$ cat src/rtl/gb_lcd_capture.sv
// gb_lcd_capture: filters the Game Boy LCD bus, recovers pixel position and emits one framebuffer write per pixel.
// Optional feature macro GB_CAPTURE_SYNC_EN: 2-flop synchronizer on all raw inputs (+2 cycles latency).
module gb_lcd_capture #(
  parameter int unsigned FILTER_LEN = 4,
  parameter int unsigned DATA_DELAY = 5,
  parameter int unsigned H_PIXELS   = 160,
  parameter int unsigned V_LINES    = 144
) (
  input  logic        clk,
  input  logic        rst,
  input  logic [1:0]  idata,
  input  logic        ihsync,
  input  logic        ivsync,
  input  logic        iclk,
  output logic        wr_en,
  output logic [14:0] wr_addr,
  output logic [1:0]  wr_data,
  output logic        frame_start,
  output logic        frame_done,
  output logic        line_err
);

  localparam int unsigned HW = FILTER_LEN - 1;
  localparam int unsigned AW = 15;
  localparam logic [7:0] H_MAX = 8'(H_PIXELS);
  localparam logic [7:0] V_MAX = 8'(V_LINES);
  localparam logic [AW-1:0] LAST_ADDR = AW'(H_PIXELS * V_LINES - 1);

  logic [1:0] s_data;
  logic       s_hs, s_vs, s_clk;

`ifdef GB_CAPTURE_SYNC_EN
  // Order {data[1:0], hsync, vsync, pixel clock}; reset to the idle bus levels.
  logic [4:0] sync1, sync2;
  always_ff @(posedge clk) begin
    if (rst) begin
      sync1 <= 5'b00100;
      sync2 <= 5'b00100;
    end else begin
      sync1 <= {idata, ihsync, ivsync, iclk};
      sync2 <= sync1;
    end
  end
  assign {s_data, s_hs, s_vs, s_clk} = sync2;
`else
  assign {s_data, s_hs, s_vs, s_clk} = {idata, ihsync, ivsync, iclk};
`endif

  logic [HW-1:0] h_clk, h_hs, h_vs;
  logic          f_clk, f_hs, f_vs;
  logic [1:0]    dhist [DATA_DELAY];
  logic          clk_fall, clk_rise, hs_fall, hs_rise, vs_fall, vs_rise;

  // An edge fires when the current sample and the FILTER_LEN-1 before it all disagree with the filtered state.
  assign clk_fall = f_clk  && ({h_clk, s_clk} == '0);
  assign clk_rise = !f_clk && (&{h_clk, s_clk});
  assign hs_fall  = f_hs   && ({h_hs, s_hs} == '0);
  assign hs_rise  = !f_hs  && (&{h_hs, s_hs});
  assign vs_fall  = f_vs   && ({h_vs, s_vs} == '0);
  assign vs_rise  = !f_vs  && (&{h_vs, s_vs});

  always_ff @(posedge clk) begin
    if (rst) begin
      h_clk <= '0;
      h_hs  <= '1;
      h_vs  <= '0;
      f_clk <= 1'b0;
      f_hs  <= 1'b1;
      f_vs  <= 1'b0;
      for (int i = 0; i < int'(DATA_DELAY); i++) dhist[i] <= 2'b00;
    end else begin
      h_clk <= HW'({h_clk, s_clk});
      h_hs  <= HW'({h_hs, s_hs});
      h_vs  <= HW'({h_vs, s_vs});
      if (clk_fall || clk_rise) f_clk <= s_clk;
      if (hs_fall || hs_rise)   f_hs  <= s_hs;
      if (vs_fall || vs_rise)   f_vs  <= s_vs;
      dhist[0] <= s_data;
      for (int i = 1; i < int'(DATA_DELAY); i++) dhist[i] <= dhist[i-1];
    end
  end

  logic [7:0]    x_q, y_q, x_d, y_d, px_x, px_y;
  logic          first_q, first_d, armed_q, armed_d, pix, in_range;
  logic [AW-1:0] px_addr;

  // Position tracking: vsync beats hsync beats pixel clock when events coincide.
  always_comb begin
    x_d      = x_q;
    y_d      = y_q;
    first_d  = first_q;
    armed_d  = armed_q;
    px_x     = x_q;
    px_y     = y_q;
    pix      = 1'b0;
    if (vs_rise) begin
      armed_d = 1'b1;
      x_d     = 8'd0;
      y_d     = 8'd0;
      first_d = 1'b1;
    end else if (armed_q && hs_fall) begin
      pix  = 1'b1;
      px_x = 8'd0;
      if (!first_q && (y_q < V_MAX)) px_y = y_q + 8'd1;
      y_d     = px_y;
      first_d = 1'b0;
    end else if (armed_q && clk_fall && !f_hs) begin
      pix = 1'b1;
    end
    px_addr  = AW'(px_y) * AW'(H_PIXELS) + AW'(px_x);
    in_range = (px_x < H_MAX) && (px_y < V_MAX);
    if (pix) x_d = (px_x < H_MAX) ? px_x + 8'd1 : H_MAX;
  end

  always_ff @(posedge clk) begin
    if (rst) begin
      x_q         <= 8'd0;
      y_q         <= 8'd0;
      first_q     <= 1'b1;
      armed_q     <= 1'b0;
      wr_en       <= 1'b0;
      wr_addr     <= '0;
      wr_data     <= 2'b00;
      frame_start <= 1'b0;
      frame_done  <= 1'b0;
      line_err    <= 1'b0;
    end else begin
      x_q         <= x_d;
      y_q         <= y_d;
      first_q     <= first_d;
      armed_q     <= armed_d;
      wr_en       <= pix && in_range;
      frame_start <= vs_rise;
      frame_done  <= pix && in_range && (px_addr == LAST_ADDR);
      line_err    <= pix && !in_range;
      if (pix && in_range) begin
        wr_addr <= px_addr;
        wr_data <= ~dhist[DATA_DELAY-1];
      end
    end
  end

endmodule

$ cat config.mk
export PLATFORM = sky130hd
export DESIGN_NAME = gb_lcd_capture
export DESIGN_NICKNAME = d
export VERILOG_FILES = /design/src/rtl/gb_lcd_capture.sv
export SDC_FILE = /design/constraint.sdc
export NUM_CORES = 1
export LEC_CHECK = 0
export CAP_MARGIN = 10
export CORE_MARGIN = 2
export CORE_UTILIZATION = 40
export DETAILED_ROUTE_END_ITERATION = 8
export HOLD_SLACK_MARGIN = 0.06
export PLACE_DENSITY = 0.68
export SKIP_LAST_GASP = 1
export SLEW_MARGIN = 20
export SYNTH_ARGS = -nofsm -noshare
export SYNTH_HDL_FRONTEND = slang
export SYNTH_SLANG_ARGS = --single-unit
$ cat constraint.sdc
create_clock -name clk -period 7.8 [get_ports clk]
set_input_delay 2.34 -clock clk [delete_from_list [all_inputs] [get_ports clk]]
set_output_delay 2.34 -clock clk [all_outputs]
set_load 0.005 [all_outputs]
### Word-level counts from Yosys, hierarchy flattened

Memories as Yosys holds them, arrays and structs flattened.
Cells that the tools add are included.

* bits in registers: 51
* memory bits (writable): 10
* input bits: 7
* output and inout port bits: 21
* memories kept: 1

* add/subtract/negate cells: 3
* multiply operators: 1
* magnitude comparators: 3
* eq/ne operators: 1
* muxes and demuxes: 19
* bitwise operators: 6
* reductions and logical operators: 30

Memories
* dhist: words 5, width 2, rd ports 5, clocked after memory_dff 0, wr ports 5, line 51 `logic [1:0] dhist [DATA_DELAY];`

Operators with widths (number)
* $mux 8: 8
* $lt 8x8->1 const B: 3
* $add 8x1->8 const B: 2
* $add 15x8->15: 1
* $eq 15x15->1 const B: 1
* $logic_and 1x1->1: 14
* $logic_not 4->1: 3
* $reduce_and 4->1: 3
* $mul 8x3->10 const B: 1
* $mux 2: 5
* $mux 1: 6
* $logic_not 1->1: 5
* $or 1x1->1: 5
* $logic_or 1x1->1: 3
* $not 2->2: 1
* $reduce_bool 2->1: 1
* $reduce_or 2->1: 1

### Longest topological paths before layout

* word-level depth: 9
* depth in mapped cells: 16

### Least setup slack after synthesis

Ideal clock, no wire load.

* path kind: in2reg
* start: in ihsync
* end: reg frame_done
* data arrival time: 6.232 ns
* data required time: 7.713 ns
* setup slack: 1.481 ns
* stages on the path: 16
* path buffers: 1
* path through: nand3b_1 > or2_2 > clkbuf_1 > a211o_1 > nor2_1 > mux2i_1 > inv_1 > ha_1 > ha_1 > fa_1 > xor2_1 > o2111ai_1 > nor3_1 > xnor2_1 > or4_1 > nor4b_2

* word-level cells in the longest chain between the ends: 9
* elaborated cells between the ends (all ways): 17

Ends and longest elaborated chain
* start: declaration: line 12 `input logic ihsync,`
* $logic_not 4->1 *: line 57 `assign hs_fall = f_hs && ({h_hs, s_hs} == '0);`
* $logic_and 1x1->1 *: line 57
* $logic_and 1x1->1 *: line 101 `end else if (armed_q && hs_fall) begin`
* $mux 8, on equally long branches
* $mux 8: line 96 `if (vs_rise) begin`
* $mul 8x3->10 or $lt 8x8->1 (tied branches): line 110, 111
* $add 15x8->15 or $logic_and 1x1->1 (tied branches): line 110, 111
* $eq 15x15->1 or $logic_and 1x1->1 (tied branches): line 134 `frame_done <= pix && in_range && (px_addr == LAST_ADDR);`
* $logic_and 1x1->1 *: line 134
* end signal: assignment: line 134
* end: declaration: line 19 `output logic frame_done,`

Mark *: on every way between the ends. The rest lies on a longest branch, timed or not.
A chain may end at the register's enable or synchronous reset.

### Final worst setup path

Same ends and word-level chain as after synthesis.

==> key figures <==
Status
  • Outcome: finished clean

Timing
  • Period utilization: 87.3%
  • Fin. Hold Viols: 0
  • Worst slew margin: 44.0%
  • RSZ-0062 raised after global routing: no
  • Peak Freq: 0.147 GHz
  • Least-Margin Pin Slew: 0.840 ns
  • Worst-case clock skew: 0.00906 ns
  • Final setup TNS: 0 ns
  • Max-slew violation count: 0
  • Final min period: 6.81 ns
  • Final setup viols: 0

Min path
  • Worst Hold Depth: 1
  • Hold Crit Start: dhist[0][8]$_SDFF_PP0_
  • Hold Crit Endpoint: wr_data[0]$_SDFFE_PP0P_
  • Worst hold path type: reg2reg

Routing
  • DR pass1 iterations: 4
  • DRT iter0 DRCs: 70
  • Final wirelength: 5530 um
  • Routed len/inst: 11.9 um
  • Via-to-Cell Ratio: 5.09
  • Vias after detailed routing: 2357
  • Detail Route Antenna Nets: 0
  • Residual DRC: 0

Power
  • Maximum VDD drop: 0.000151 V
  • Net Sw Frac: 20.1%
  • Sw power: 0.128 mW
  • Sequential share of power: 49.7%
  • Clock Power Share: 48.3%
  • Combinational share of power: 2.0%
  • Leak: 1.44 nW
  • P_int: 0.508 mW
  • Power density cells: 178 mW/mm^2

Die
  • Core footprint: 0.00725 mm^2
  • Die Height: 90.7 um
  • Row count: 31
  • Die area: 0.00822 mm^2
  • I/O Pins: 28
  • Initial Util: 41.4%
  • Die extent in x: 90.7 um

Clock tree
  • CTS tree: yes
  • H-tree Lvls: 3
  • TritonCTS buffer count: 9
  • Worst-skew pair later-pin latency: 0.34 ns
  • Root buf cell: clkbuf_8
  • Worst-path clk slew: 0.07 ns
  • Hold_buf cts: 0
  • CTS sink cnt: 61
  • Setup repair bufs after CTS: 0
  • Clock Path Buffers: 2
  • Post_cts resized: 0

Synthesis
  • Yosys cell types: 48
  • Most common flop cell mapped by yosys: dfxtp_1
  • Post-synthesis simple-gate area fraction: 24.3%
  • Synthesized area per cell: 9.05 um^2
  • Post-synthesis register bit count: 61
  • XOR/XNOR Fraction of Synth Area: 6.41%
  • Number of synthesized flops with an enable pin: 0
  • Syn Nets: 358
  • Multiplexer area fraction after synthesis: 2.67%
  • Synthesized area: 0.00300 mm^2
  • Seq/Total Area, Yosys: 40.6%
  • Fraction of registers with async set/reset: 0%
  • Cells after synthesis: 332
  • Compound-cell area share of the yosys netlist: 14.7%
  • Largest family of logic cells by synthesized area: simple AND/OR/NAND/NOR gates
  • Yosys warns: 0
  • Adder-cell area share of the yosys netlist: 8.41%

Setup path
  • R2r startpoint: h_hs[2]$_SDFF_PP1_
  • CP Buf/Inv Count: 2
  • CP Max Fanout: 9
  • Most frequent CP cell: ha_1
  • CP peak stage delay: 0.57 ns
  • WP data arrival: 7.06 ns
  • Critical Path End Type: flip-flop
  • Nature of the critical path startpoint: input port
  • Cell Chain, Critical Path: clkdlybuf4s50_1 > nand3b_1 > or2_2 > a211o_1 > nor2_1 > mux2i_1 > inv_1 > ha_1 > ha_1 > fa_1 > xor2_1 > o2111ai_1 > nor3_1 > xnor2_1 > or4_1 > nor4b_2
  • Max stage delay cell, worst path: or4_1
  • Worst R2R Setup Slack: 2.93 ns
  • Worst path required time: 8.05 ns
  • Largest delay share family, worst path: simple AND/OR/NAND/NOR gates
  • Worst-case reg-to-reg path depth: 15
  • Worst flop-to-flop path endpoint: frame_done$_SDFF_PP0_
  • Critical path class: in2reg

Flow run
  • MaxCap Viol Count: 0

GRT
  • Initial antenna violation count: 0
  • Largest net degree at the start of global routing: 50
  • Total track usage: 14.4%
  • GRT overflow: 0
  • First-pass GRT wire length: 9720 um
  • Number of global-route vias before repair: 2256

Cells and area
  • Layout cells sized above 1: 7.69%
  • Area Growth Syn to Fin: 19.0%
  • Antenna Cells: 0
  • Post-layout util: 49.3%
  • Fillers: 707
  • Fin nets: 385

Placement
  • Detailed placement HPWL: 4060 um
  • Final estimated routing congestion in global placement: 0.907
  • Port bufs: 27
## power by group through the flow
stage	sequential [mW]	combinational [mW]	clock, mW
after global routing	0.316	0.0139	0.329
after CTS	0.316	0.0127	0.314
after global placement	0.323	0.0124	0
after floorplan	0.323	0.00756	0
final	0.316	0.0126	0.307
after detailed placement	0.323	0.0126	0
## cell type report
class,count,area (um^2),area share (%)
Clock inverter,6,86.3,2.42
Tap cell,99,124,3.47
Timing Repair Buffer,28,278,7.77
Multi-Input combinational cell,251,1700,47.5
Clock buffer,10,138,3.85
Sequential cell,61,1220,34.2
Inverter,8,30.0,0.840
## logic make-up (layout without fill, tap and decap cells)
| family | Yosys count | in the layout |
|---|---|---|
| AND/OR/NAND/NOR | 140 | 140 |
| AO/OA/AOI/OAI | 62 | 62 |
| flip-flops | 61 | 61 |
| XOR/XNOR | 22 | 22 |
| buffers and inverters | 20 | 52 |
| adder cells (fa/ha/maj) | 19 | 19 |
| multiplexers | 8 | 8 |
## how the worst max path moves through the flow
stage	start	depth (start not counted)	endpoint	slack, ns
final	ihsync	16	frame_done$_SDFF_PP0_	0.99
after global routing	ihsync	16	frame_done$_SDFF_PP0_	0.59
after detailed placement	ihsync	16	frame_done$_SDFF_PP0_	0.63
after global placement	ihsync	16	frame_done$_SDFF_PP0_	0.86
after floorplan	ihsync	16	frame_done$_SDFF_PP0_	1.48
after CTS	ihsync	16	frame_done$_SDFF_PP0_	0.99
## per-stage QoR
step           worst slack (ns)  hold WS, ns  total power [mW]  area, um^2  instances
4_1_cts                   0.993        0.410             0.643        3570        463
3_3_place_gp              0.864        0.392             0.336        3350        447
2_1_floorplan              1.48        0.390             0.330        3000        332
6_report                  0.992        0.405             0.636        3570        463
5_1_grt                   0.594        0.426             0.659        3570        463
3_5_place_dp              0.635        0.398             0.336        3350        447
## synth_stat cells, types with 2 or more instances
master	n	share of area, %
a211o_1	2	0.58
a211oi_1	9	2.2
a21o_1	6	1.5
a21oi_1	15	2.5
a2bb2oi_1	2	0.58
a31oi_1	2	0.42
and2_1	7	1.5
and3_1	8	1.7
clkbuf_1	9	1.1
dfxtp_1	61	41
fa_1	2	1.3
ha_1	17	7.1
inv_1	8	1.0
mux2i_1	8	2.7
nand2_1	20	2.5
nand2b_1	5	1.0
nand3_1	12	2.0
nand3b_1	2	0.50
nand4_1	3	0.62
nor2_1	41	5.1
nor2b_1	20	4.2
nor3_1	5	0.83
nor3b_1	2	0.50
o2111ai_1	2	0.58
o21ai_0	11	1.8
o21bai_1	2	0.50
o22ai_1	2	0.42
or2_2	5	1.0
or3_1	4	0.83
or3b_2	2	0.58
xnor2_1	12	3.5
xor2_1	10	2.9
## sequential cells by signal (all words and copies together), names as in the netlist, 2 cells and up
name and flops:
y_q 8, x_q 8, h_vs 3, h_clk 3
wr_data 2, h_hs 3, wr_addr 15, dhist 10
## cell usage in the layout (no fill, tap or decap), types with 9 or more instances in the layout
cell type and count:
dfxtp_1 61, nor2_1 41, clkdlybuf4s50_1 27, nor2b_1 20, nand2_1 20, ha_1 17, a21oi_1 15, nand3_1 12
xnor2_1 12, o21ai_0 11, xor2_1 10, clkbuf_8 10, a211oi_1 9
## routing by layer
layer | global-route usage (%) | vias up | part of all wire (%)
met5 | 0 | - | 0
met4 | 4.62 | 0 | 1.3
met3 | 4.67 | 6 | 4.4
met2 | 24.3 | 42 | 45
met1 | 17.4 | 1089 | 50
li1 | - | 1220 | -
Power figures use the tool's default switching activity.
